File: config.mk
export PLATFORM = sky130hd
export DESIGN_NAME = wave_capture
export DESIGN_NICKNAME = d
export VERILOG_FILES = /design/src/rtl/wave_capture.sv
export SDC_FILE = /design/constraint.sdc
export NUM_CORES = 1
export LEC_CHECK = 0
export CAP_MARGIN = 20
export CORE_AREA = 2 2 90 57
export DETAILED_ROUTE_END_ITERATION = 7
export DIE_AREA = 0 0 92 59
export GPL_TIMING_DRIVEN = 0
export PLACE_DENSITY = 0.51
export SKIP_LAST_GASP = 1
export SLEW_MARGIN = 20
export SYNTH_ARGS = -nofsm -noshare
export SYNTH_HDL_FRONTEND = slang
export SYNTH_SLANG_ARGS = --single-unit
File: constraint.sdc
create_clock -name clk -period 1.4 [get_ports clk]
set_input_delay 0.21 -clock clk [delete_from_list [all_inputs] [get_ports clk]]
set_output_delay 0.21 -clock clk [all_outputs]
set_load 0.01 [all_outputs]
File: src/rtl/wave_capture.sv
// wave_capture: writer side of the double-buffered 512x8 wave RAM.
// Arms on a rising zero crossing, stores 256 display-scaled samples into the
// half not being displayed, then swaps halves once the display is idle.
// Optional feature macro: TRIGGER_TIMEOUT_EN (forced trigger after
// TIMEOUT_SAMPLES non-trigger samples in ARMED, so a DC input still refreshes).
module wave_capture #(
  parameter int SAMPLE_W        = 16,
  parameter int TIMEOUT_SAMPLES = 1024
) (
  input  logic                clk,
  input  logic                reset,
  input  logic                new_sample_ready,
  input  logic [SAMPLE_W-1:0] new_sample_in,
  input  logic                wave_display_idle,
  output logic [8:0]          write_address,
  output logic                write_enable,
  output logic [7:0]          write_sample,
  output logic                read_index
);

  typedef enum logic [1:0] {S_ARMED, S_ACTIVE, S_WAIT} state_t;

  localparam logic [31:0] TIMEOUT_V = TIMEOUT_SAMPLES;

  state_t              state, state_n;
  logic [7:0]          count, count_n;
  logic [SAMPLE_W-1:0] prev_sample;
  logic                read_index_n;
  logic                we_n;
  logic [8:0]          addr_n;
  logic [7:0]          ws_n;
  logic                crossing;
  logic                timeout_hit;
  logic [7:0]          scaled;

  // Only the sign of the previous sample and the top byte of the new one
  // matter; the remaining bits are intentionally ignored.
  logic unused_bits;
  assign unused_bits = ^{new_sample_in[SAMPLE_W-9:0], prev_sample[SAMPLE_W-2:0], TIMEOUT_V[0]};

  // Screen y grows downward, so invert the signed top byte around 127.
  assign scaled   = 8'd127 - new_sample_in[SAMPLE_W-1 -: 8];
  assign crossing = new_sample_ready && prev_sample[SAMPLE_W-1] && !new_sample_in[SAMPLE_W-1];

`ifdef TRIGGER_TIMEOUT_EN
  localparam int TW = $clog2(TIMEOUT_SAMPLES) + 1;
  logic [TW-1:0] tcount, tcount_n;
  // The sample that would bring the counter to TIMEOUT_SAMPLES is the trigger.
  assign timeout_hit = new_sample_ready && (tcount == TW'(TIMEOUT_SAMPLES - 1));

  // Non-trigger sample counter, only meaningful while ARMED.
  always_ff @(posedge clk) begin
    if (reset) tcount <= '0;
    else       tcount <= tcount_n;
  end
`else
  assign timeout_hit = 1'b0;
`endif

  // Sample history is tracked in every state so a crossing can be seen
  // on the very first sample after re-arming.
  always_ff @(posedge clk) begin
    if (reset)                 prev_sample <= '0;
    else if (new_sample_ready) prev_sample <= new_sample_in;
  end

  // State, counter, buffer select and registered RAM write port.
  always_ff @(posedge clk) begin
    if (reset) begin
      state         <= S_ARMED;
      count         <= '0;
      read_index    <= 1'b0;
      write_enable  <= 1'b0;
      write_address <= '0;
      write_sample  <= '0;
    end else begin
      state         <= state_n;
      count         <= count_n;
      read_index    <= read_index_n;
      write_enable  <= we_n;
      write_address <= addr_n;
      write_sample  <= ws_n;
    end
  end

  // Next-state and write-port decode.
  always_comb begin
    state_n      = state;
    count_n      = count;
    read_index_n = read_index;
    we_n         = 1'b0;
    addr_n       = write_address;
    ws_n         = write_sample;
`ifdef TRIGGER_TIMEOUT_EN
    tcount_n     = tcount;
`endif
    case (state)
      S_ARMED: begin
        if (crossing || timeout_hit) begin
          // A coincident timeout and real crossing is one trigger.
          we_n    = 1'b1;
          addr_n  = {~read_index, 8'd0};
          ws_n    = scaled;
          count_n = 8'd1;
          state_n = S_ACTIVE;
`ifdef TRIGGER_TIMEOUT_EN
        end else if (new_sample_ready) begin
          tcount_n = tcount + 1'b1;
`endif
        end
      end
      S_ACTIVE: begin
        if (new_sample_ready) begin
          we_n    = 1'b1;
          addr_n  = {~read_index, count};
          ws_n    = scaled;
          count_n = count + 8'd1;
          if (count == 8'd255) state_n = S_WAIT;
        end
      end
      S_WAIT: begin
        // Samples here are dropped; the swap only happens off-screen.
        if (wave_display_idle) begin
          read_index_n = ~read_index;
          state_n      = S_ARMED;
`ifdef TRIGGER_TIMEOUT_EN
          tcount_n     = '0;
`endif
        end
      end
      default: state_n = S_ARMED;
    endcase
  end

endmodule

==> metrics.md, run 1 <==
| Metric | Value |
|---|---|
| Run status | `completed` |
| Largest family of logic cells by synthesized area | `compound AO/OA/AOI/OAI gates` |
| Seq/Total Area, Yosys | `44.69%` |
| Final setup violation count | `0` |
| Flip-flop and latch count after synthesis | `30` |
| Vias per std cell | `4.703` |
| CP max stage delay | `0.54 ns` |
| Highest routing layer actually used | `met4` |
| Final GP Congestion | `0.8015` |
| Buffer depth of the longest clock path | `2` |
| Final standard cell area without fillers | `1868 µm²` |
| Mapped Area | `1344 µm²` |
| Utilization of the core after routing | `41.36%` |
| Period utilisation layout | `97.61%` |
| Synth Area in XOR/XNOR | `2.607%` |
| Mux contribution to synthesized area | `0.7449%` |
| Worst slack at placement | `-0.3370 ns` |
| WL/cell | `13.45 µm` |
| Highest attainable clock frequency | `731.8 MHz` |
| Buf/Inv on CP | `1` |
| Proportion of synthesized flip-flops having asynchronous set or reset | `0%` |
| Vias in the first global route | `1097` |
| Mapped Avg Cell Area | `9.881 µm²` |
| Post-route minimum period | `1.366 ns` |
| Clock slew at the register clock pins of the worst setup and hold paths | `0.06 ns` |
| Global-route usage over all layers | `12.40%` |
| Antenna Diode Count | `0` |
| Min-delay worst type | `input port to flip-flop` |
| Die span in x | `92 µm` |
| Maximum fanout along the worst path | `2` |
| Initial Utilization | `29.75%` |
| Placeable Area | `4517 µm²` |
| Slowest stage cell, crit path | `sky130_fd_sc_hd__clkdlybuf4s50_1` |
| Count of TritonRoute iterations in the first routing pass | `4` |
| Worst setup path endpoint | `write_sample[5]` |
| Leakage power total | `0.7214 nW` |
| Area growth syn-to-layout | `39.01%` |
| Final setup slack of the worst path | `0.03352 ns` |
| Met1 wire length | `1609 µm` |
| Launching point of the worst reg2reg path | `state[1]$_SDFFE_PP0P_` |
| Wire length on met2 | `1359 µm` |
| Floorplan die height | `59 µm` |
| Max-cap violations | `0` |
| Clock H-tree levels | `2` |
| Number of buffers added by the clock tree synthesis step | `5` |
| Simple logic cell fraction of the synthesized area | `21.69%` |
| Area share of the largest cell type after synthesis | `44.69%` |
| Placement row count | `19` |
| Maximum number of pins on one net before global-route repair | `11` |
| Max rail drop VDD | `0.0003287 V` |
| Ratio of cells with drive above 1 in the final layout | `31.79%` |
| Setup CP Type | `flip-flop to output port` |
| R2R depth | `5` |
| Cell chain of the critical path | `clkdlybuf4s50_1` |
| Max Slew Vio Count | `0` |
| Placed cell area | `1703 µm²` |
| Cell taking the most area after synthesis | `sky130_fd_sc_hd__dfxtp_1` |
| RR Endpoint | `write_address[3]$_SDFFE_PP0P_` |
| PortBufs | `28` |
| Cell chosen for the clock root | `sky130_fd_sc_hd__clkbuf_8` |
| Stages on the worst setup path | `1` |
| Setup slack on the worst flop-to-flop path | `0.04 ns` |
| Critical Path RT | `1.19 ns` |
| Clock latency reported for the late side of the worst-skew pair | `0.28 ns` |
| Total global routing overflow | `0` |
| Initial antenna violation count | `0` |
| Total routed wirelength | `3175 µm` |
| Iteration-0 DRC Markers | `39` |
| Top area cells in the synthesized netlist | `sky130_fd_sc_hd__dfxtp_1, sky130_fd_sc_hd__a211oi_2, sky130_fd_sc_hd__nand3_2, sky130_fd_sc_hd__a21oi_2, sky130_fd_sc_hd__nor2_1` |
| TritonCTS clock tree | `built` |
| Worst setup skew after layout | `0.005146 ns` |
| Sink count of the clock tree | `30` |
| Routed via count | `1110` |
| CTS Hold Bufs | `0` |
| Fraction of the mapped netlist area in compound gates | `22.07%` |
| Top FF cell, synth | `sky130_fd_sc_hd__dfxtp_1` |
| Setup crit start | `write_sample[5]$_SDFFE_PP0P_` |
| Net Count, Synth | `157` |
| Number of nets in the layout | `193` |
| Post-synthesis adder-cell area fraction | `0.9311%` |
| First-pass GRT wire length | `5161 µm` |
| Routed Antenna Nets | `0` |
| Number of cells produced by synthesis | `136` |
| Number of top-level design ports | `39` |
| Family of cells with the greatest summed delay on the critical path | `buffers and inverters` |
| Count of flip-flops with a built-in enable after synthesis | `0` |
| Final HPWL from detailed placement | `2256 µm` |
| Crit. End Element | `output port` |
| Power Dens Cells | `943.8 nW/µm²` |
| Post-synth cell types | `38` |
| Final Hold Fails | `0` |
| Slew of the pin with the lowest slew margin | `0.6023 ns` |
| Startpoint kind of the worst setup timing path | `flip-flop` |
| Startpoint of the lowest-slack hold path | `new_sample_ready` |
| Number of synthesis warnings | `0` |
| Worst slew slack as a fraction of its limit | `59.85%` |
| Worst Path Arrival | `1.16 ns` |
| DIE AREA | `5428 µm²` |
| Detail Route met3 WL | `163 µm` |
| Setup repair after global routing missed its margin | `yes` |
| Number of remaining DRC errors | `0` |
==> what timing repair did <==
item / CTS / global route
pin swaps: 0 / 4
gates cloned: 0 / 1
buffers inserted: 0 / 1
endpoints found under the setup margin: 13 / 26
gates resized for setup: 3 / 21
==> per-stage QoR <==
step	std cells	hold WS, ns	TNS, ns	power (mW)
floorplan	136	0.2998	0	0.9951
global placement	227	0.4467	-5.924	1.065
detailed placement	227	0.4490	-6.612	1.069
CTS	235	0.2523	0	1.788
global route	236	0.2903	-0.07351	1.853
finish	236	0.2605	0	1.763
==> layout by cell type, fill, tap and decap left out, types with 2 or more instances in the layout <==
cell and n:
sky130_fd_sc_hd__a211oi_2 7, sky130_fd_sc_hd__a21oi_1 8, sky130_fd_sc_hd__a21oi_2 8, sky130_fd_sc_hd__and3_1 2
sky130_fd_sc_hd__buf_4 4, sky130_fd_sc_hd__clkbuf_1 4, sky130_fd_sc_hd__clkbuf_8 6, sky130_fd_sc_hd__clkdlybuf4s50_1 20
sky130_fd_sc_hd__dfxtp_1 28, sky130_fd_sc_hd__dlygate4sd2_1 2, sky130_fd_sc_hd__dlymetal6s2s_1 6, sky130_fd_sc_hd__inv_1 2
sky130_fd_sc_hd__nand2_1 12, sky130_fd_sc_hd__nand3_1 3, sky130_fd_sc_hd__nand3_2 9, sky130_fd_sc_hd__nor2_1 13
sky130_fd_sc_hd__nor2_2 2, sky130_fd_sc_hd__nor2b_2 2, sky130_fd_sc_hd__o21ai_0 2, sky130_fd_sc_hd__o21ai_2 2
sky130_fd_sc_hd__or3_1 2, sky130_fd_sc_hd__xor2_1 4
==> worst min path at each step <==
stage / to / depth (start not counted)
after CTS: prev_sample[15]$_SDFFE_PP0P_ / 3
final: prev_sample[15]$_SDFFE_PP0P_ / 3
after floorplan: write_sample[5]$_SDFFE_PP0P_ / 1
after global placement: write_address[8]$_SDFFE_PP0P_ / 2
after detailed placement: write_address[8]$_SDFFE_PP0P_ / 2
after global routing: prev_sample[15]$_SDFFE_PP0P_ / 3
==> layout make-up <==
cell class | instances | area, µm²
Fill cell | 462 | 2649
Sequential cell | 30 | 605.6
Inverter | 2 | 7.507
Clock buffer | 7 | 86.33
Timing Repair Buffer | 30 | 325.3
Buffer | 10 | 85.08
Clock inverter | 1 | 5.005
Multi-Input combinational cell | 93 | 674.4
Tap cell | 63 | 78.83
==> power by group <==
group,leakage (nW),switching [mW],internal [mW],total [mW]
clock network,0.0482,0.313,0.396,0.709
logic,0.429,0.0888,0.0886,0.177
registers,0.244,0.00884,0.868,0.877
==> worst min-delay path, delay by kind of cell <==
| family | cells | cell delay, ns |
|---|---|---|
| muxes | 1 | 0.08 |
| and+or+nand+nor | 1 | 0.08 |
| buffers and inverters | 1 | 0.13 |
==> cells in the mapped netlist (all sizes together) (2+ instances only) <==
master  instances
a211oi          7
a21oi          16
and3            2
buf             8
clkbuf          3
dfxtp          30
inv             2
nand2          12
nand3          12
nor2           15
nor2b           2
o211ai          2
o21a            2
o21ai           4
or3             2
xor2            4
==> flip-flops by register name, summed over array words and instances (netlist names) <==
signal / count
write_sample: 8
count: 8
read_index: 1
write_enable: 1
prev_sample: 1
write_address: 9
state: 2
==> cells by family after synthesis <==
kind of cell / after synthesis
multiplexers: 1
XOR/XNOR: 4
AND/OR/NAND/NOR: 52
adder cells (fa/ha/maj): 1
flip-flops: 30
AO/OA/AOI/OAI: 35
buffers and inverters: 13
==> layer usage <==
layer / track usage, % / vias up
li1: - / 547
met1: 16.50 / 526
met2: 19.01 / 31
met3: 3.817 / 6
met4: 5.117 / 0
met5: 0 / -
Power figures use the tool's default switching activity.
==> inputs of run 2 (changes only) <==
Settings changed: GPL_TIMING_DRIVEN 0 to unset.
==> metrics.md, run 2 (synthesis gave the netlist of run 1 again) <==
| Metric | Value |
|---|---|
| Final Hold Slack | `0.3204 ns (+0.05988 ns)` |
| Slowest stage cell, crit path | `sky130_fd_sc_hd__clkdlybuf4s50_1` |
| Cell chosen for the clock root | `sky130_fd_sc_hd__clkbuf_8` |
| Run status | `completed` |
| Ratio of cells with drive above 1 in the final layout | `32.43% (+0.64 points)` |
| Commonest non-fill, non-tap cell in the layout | `sky130_fd_sc_hd__dfxtp_1` |
| Startpoint kind of the worst setup timing path | `flip-flop` |
| Maximum fanout along the worst path | `2 (unchanged)` |
| Family of cells with the greatest summed delay on the critical path | `buffers and inverters` |
| DIE AREA | `5428 µm² (unchanged)` |
| Commonest cells after routing, fill and taps aside | `sky130_fd_sc_hd__dfxtp_1, sky130_fd_sc_hd__buf_4, sky130_fd_sc_hd__clkdlybuf4s50_1` |
| PortBufs | `30 (+7.1%)` |
| Worst slack at placement | `-0.1973 ns (+0.1397 ns)` |
| First-pass GRT wire length | `5513 µm (+6.8%)` |
| Total power | `1.785 mW (+1.2%)` |
| Buf/Inv on CP | `1 (unchanged)` |
| Number of nets in the layout | `205 (+6.2%)` |
| Setup slack on the worst flop-to-flop path | `0.08 ns (+0.04 ns)` |
| Critical Path RT | `1.19 ns (about the same)` |
| Final setup slack of the worst path | `0.04168 ns (+0.008162 ns)` |
| Number of buffers added by the clock tree synthesis step | `5 (unchanged)` |
| Routed via count | `1134 (+2.2%)` |
| Count of TritonRoute iterations in the first routing pass | `3 (-1)` |
| Clock slew at the register clock pins of the worst setup and hold paths | `0.06 ns (about the same)` |
| Max Slew Vio Count | `0 (unchanged)` |
| Register with the most flip-flops | `write_address` |
| Launching point of the worst reg2reg path | `state[1]$_SDFFE_PP0P_` |
| Die span in x | `92 µm (unchanged)` |
| Clock H-tree levels | `2 (unchanged)` |
| Worst slew slack as a fraction of its limit | `82.27% (+22 points)` |
| R2R depth | `5 (unchanged)` |
| Worst Path Arrival | `1.15 ns (about the same)` |
| Max-cap violations | `0 (unchanged)` |
| Setup repair after global routing missed its margin | `yes` |
| Total negative slack | `0 ns (unchanged)` |
| Period utilisation layout | `97.02% (-0.58 points)` |
| Min-delay worst type | `input port to flip-flop` |
| Clock latency reported for the late side of the worst-skew pair | `0.28 ns (about the same)` |
| Cell chain of the critical path | `clkdlybuf4s50_1` |
| Final Hold Fails | `0 (unchanged)` |
| Slew of the pin with the lowest slew margin | `0.2659 ns (-0.3364 ns)` |
| Power Dens Cells | `911.3 nW/µm² (-3.4%)` |
| Total routed wirelength | `3181 µm (+0.19%)` |
| Total global routing overflow | `0 (unchanged)` |
| Leakage power total | `0.9026 nW (+25%)` |
| Final standard cell area without fillers | `1958 µm² (+4.8%)` |
| End of the worst hold path | `prev_sample[15]$_SDFFE_PP0P_` |
| Maximum number of pins on one net before global-route repair | `19 (+8)` |
| RR Endpoint | `write_address[6]$_SDFFE_PP0P_` |
| Final GP Congestion | `0.8168 (+1.9%)` |
| Post-route minimum period | `1.358 ns (-0.008162 ns)` |
| Max FFs per register | `9 (unchanged)` |
| Buffer depth of the longest clock path | `2 (unchanged)` |
| Sink count of the clock tree | `30 (unchanged)` |
| Highest attainable clock frequency | `736.2 MHz (+0.60%)` |
| Vias per std cell | `4.573 (-2.8%)` |
| Worst Hold Path Cells | `4 (+1)` |
| Worst setup skew after layout | `0.003480 ns (-0.001666 ns)` |
| Max rail drop VDD | `0.0002973 V (-9.5%)` |
| CP max stage delay | `0.54 ns (about the same)` |
| Number of remaining DRC errors | `0 (unchanged)` |
| Placed cell area | `1795 µm² (+5.4%)` |
| Vias in the first global route | `1144 (+4.3%)` |
| Number of top-level design ports | `39 (unchanged)` |
| Setup CP Type | `flip-flop to output port` |
| Crit. End Element | `output port` |
| Antenna Diode Count | `0 (unchanged)` |
| Placeable Area | `4517 µm² (unchanged)` |
| Area growth syn-to-layout | `45.72%` |
| Global-route usage over all layers | `13.46% (+1.1 points)` |
| Initial Utilization | `29.75% (unchanged)` |
| Placement row count | `19 (unchanged)` |
| Largest registers | `write_address: 9 flops, count: 8 flops, write_sample: 8 flops` |
| WL/cell | `12.83 µm (-4.7%)` |
| Floorplan die height | `59 µm (unchanged)` |
| Final HPWL from detailed placement | `2275 µm (+0.82%)` |
| Startpoint of the lowest-slack hold path | `new_sample_in[15]` |
| Iteration-0 DRC Markers | `71 (+82%)` |
| TritonCTS clock tree | `built` |
| Routed Antenna Nets | `0 (unchanged)` |
| Initial antenna violation count | `0 (unchanged)` |
| Final setup violation count | `0 (unchanged)` |
==> run 2: cell types whose count changed in the layout (fill, tap and decap cells not counted), sizes merged <==
cell / before / now
clkdlybuf4s50: 20 / 16
dlymetal6s2s: 6 / 13
buf: 8 / 21
clkbuf: 11 / 8
dlygate4sd2: 2 / 1
==> run 2: worst max path at each step <==
| stage | startpoint | endpoint | slack (ns) | cells after the start |
|---|---|---|---|---|
| 6_report | write_address[2]$_SDFFE_PP0P_ | write_address[2] | 0.04 | 1 |
| 5_1_grt | prev_sample[15]$_SDFFE_PP0P_ | write_address[6]$_SDFFE_PP0P_ | -0.02 | 6 |
| 4_1_cts | write_address[1]$_SDFFE_PP0P_ | write_address[1] | 0.005 | 1 |
| 3_5_place_dp | new_sample_in[15] | write_sample[0]$_SDFFE_PP0P_ | -0.20 | 7 |
| 3_3_place_gp | new_sample_in[15] | write_sample[2]$_SDFFE_PP0P_ | -0.17 | 7 |
| 2_1_floorplan | prev_sample[15]$_SDFFE_PP0P_ | count[0]$_SDFFE_PP0P_ | 0.11 | 7 |
==> run 2: where the power goes <==
part           internal, mW  total (mW)  switching (mW)
Combinational         0.102       0.190          0.0878
Sequential            0.870       0.880          0.0103
Clock                 0.396       0.715           0.319
==> run 2: routing by layer <==
layer | vias up | share of wire, % | global-route usage (%)
met5 | - | 0 | 0
met4 | 0 | 1.6 | 6.397
met3 | 8 | 5.4 | 4.580
met2 | 27 | 43 | 21.11
met1 | 526 | 50 | 17.00
li1 | 573 | - | -
==> run 2: timing repair <==
item,4_1_cts,5_1_grt
hold buffers,0,0
pin swaps,0,2
gates resized for setup,1,16
buffers inserted,0,1
endpoints found under the setup margin,1,18
cloned,0,1
==> run 2: through the flow <==
| step | cells | utilization [%] |
|---|---|---|
| finish | 248 | 43.35 |
| global route | 248 | 43.35 |
| CTS | 246 | 41.75 |
| detailed placement | 238 | 39.75 |
| global placement | 238 | 39.75 |
| floorplan | 136 | - |
==> run 2: final cells by class <==
type / count / area (µm²)
clock buffer: 7 / 86.33
clock inverter: 1 / 5.005
fill: 453 / 2559
inverter: 2 / 7.507
multi-input combinational: 93 / 651.9
sequential: 30 / 601.8
tap: 63 / 78.83
timing repair buffer: 52 / 526.8
==> run 2: tightest hold or removal path, cell delays in order <==
cell and delay, ns:
sky130_fd_sc_hd__dlymetal6s2s_1 0.11, sky130_fd_sc_hd__buf_4 0.12, sky130_fd_sc_hd__mux2i_1 0.05, sky130_fd_sc_hd__nor2_1 0.07
==> inputs of run 3 (changes only) <==
Settings changed: CAP_MARGIN 20 to unset.
==> results of run 3 <==
The final DEF is identical to that of run 2; final timing and power are the same.
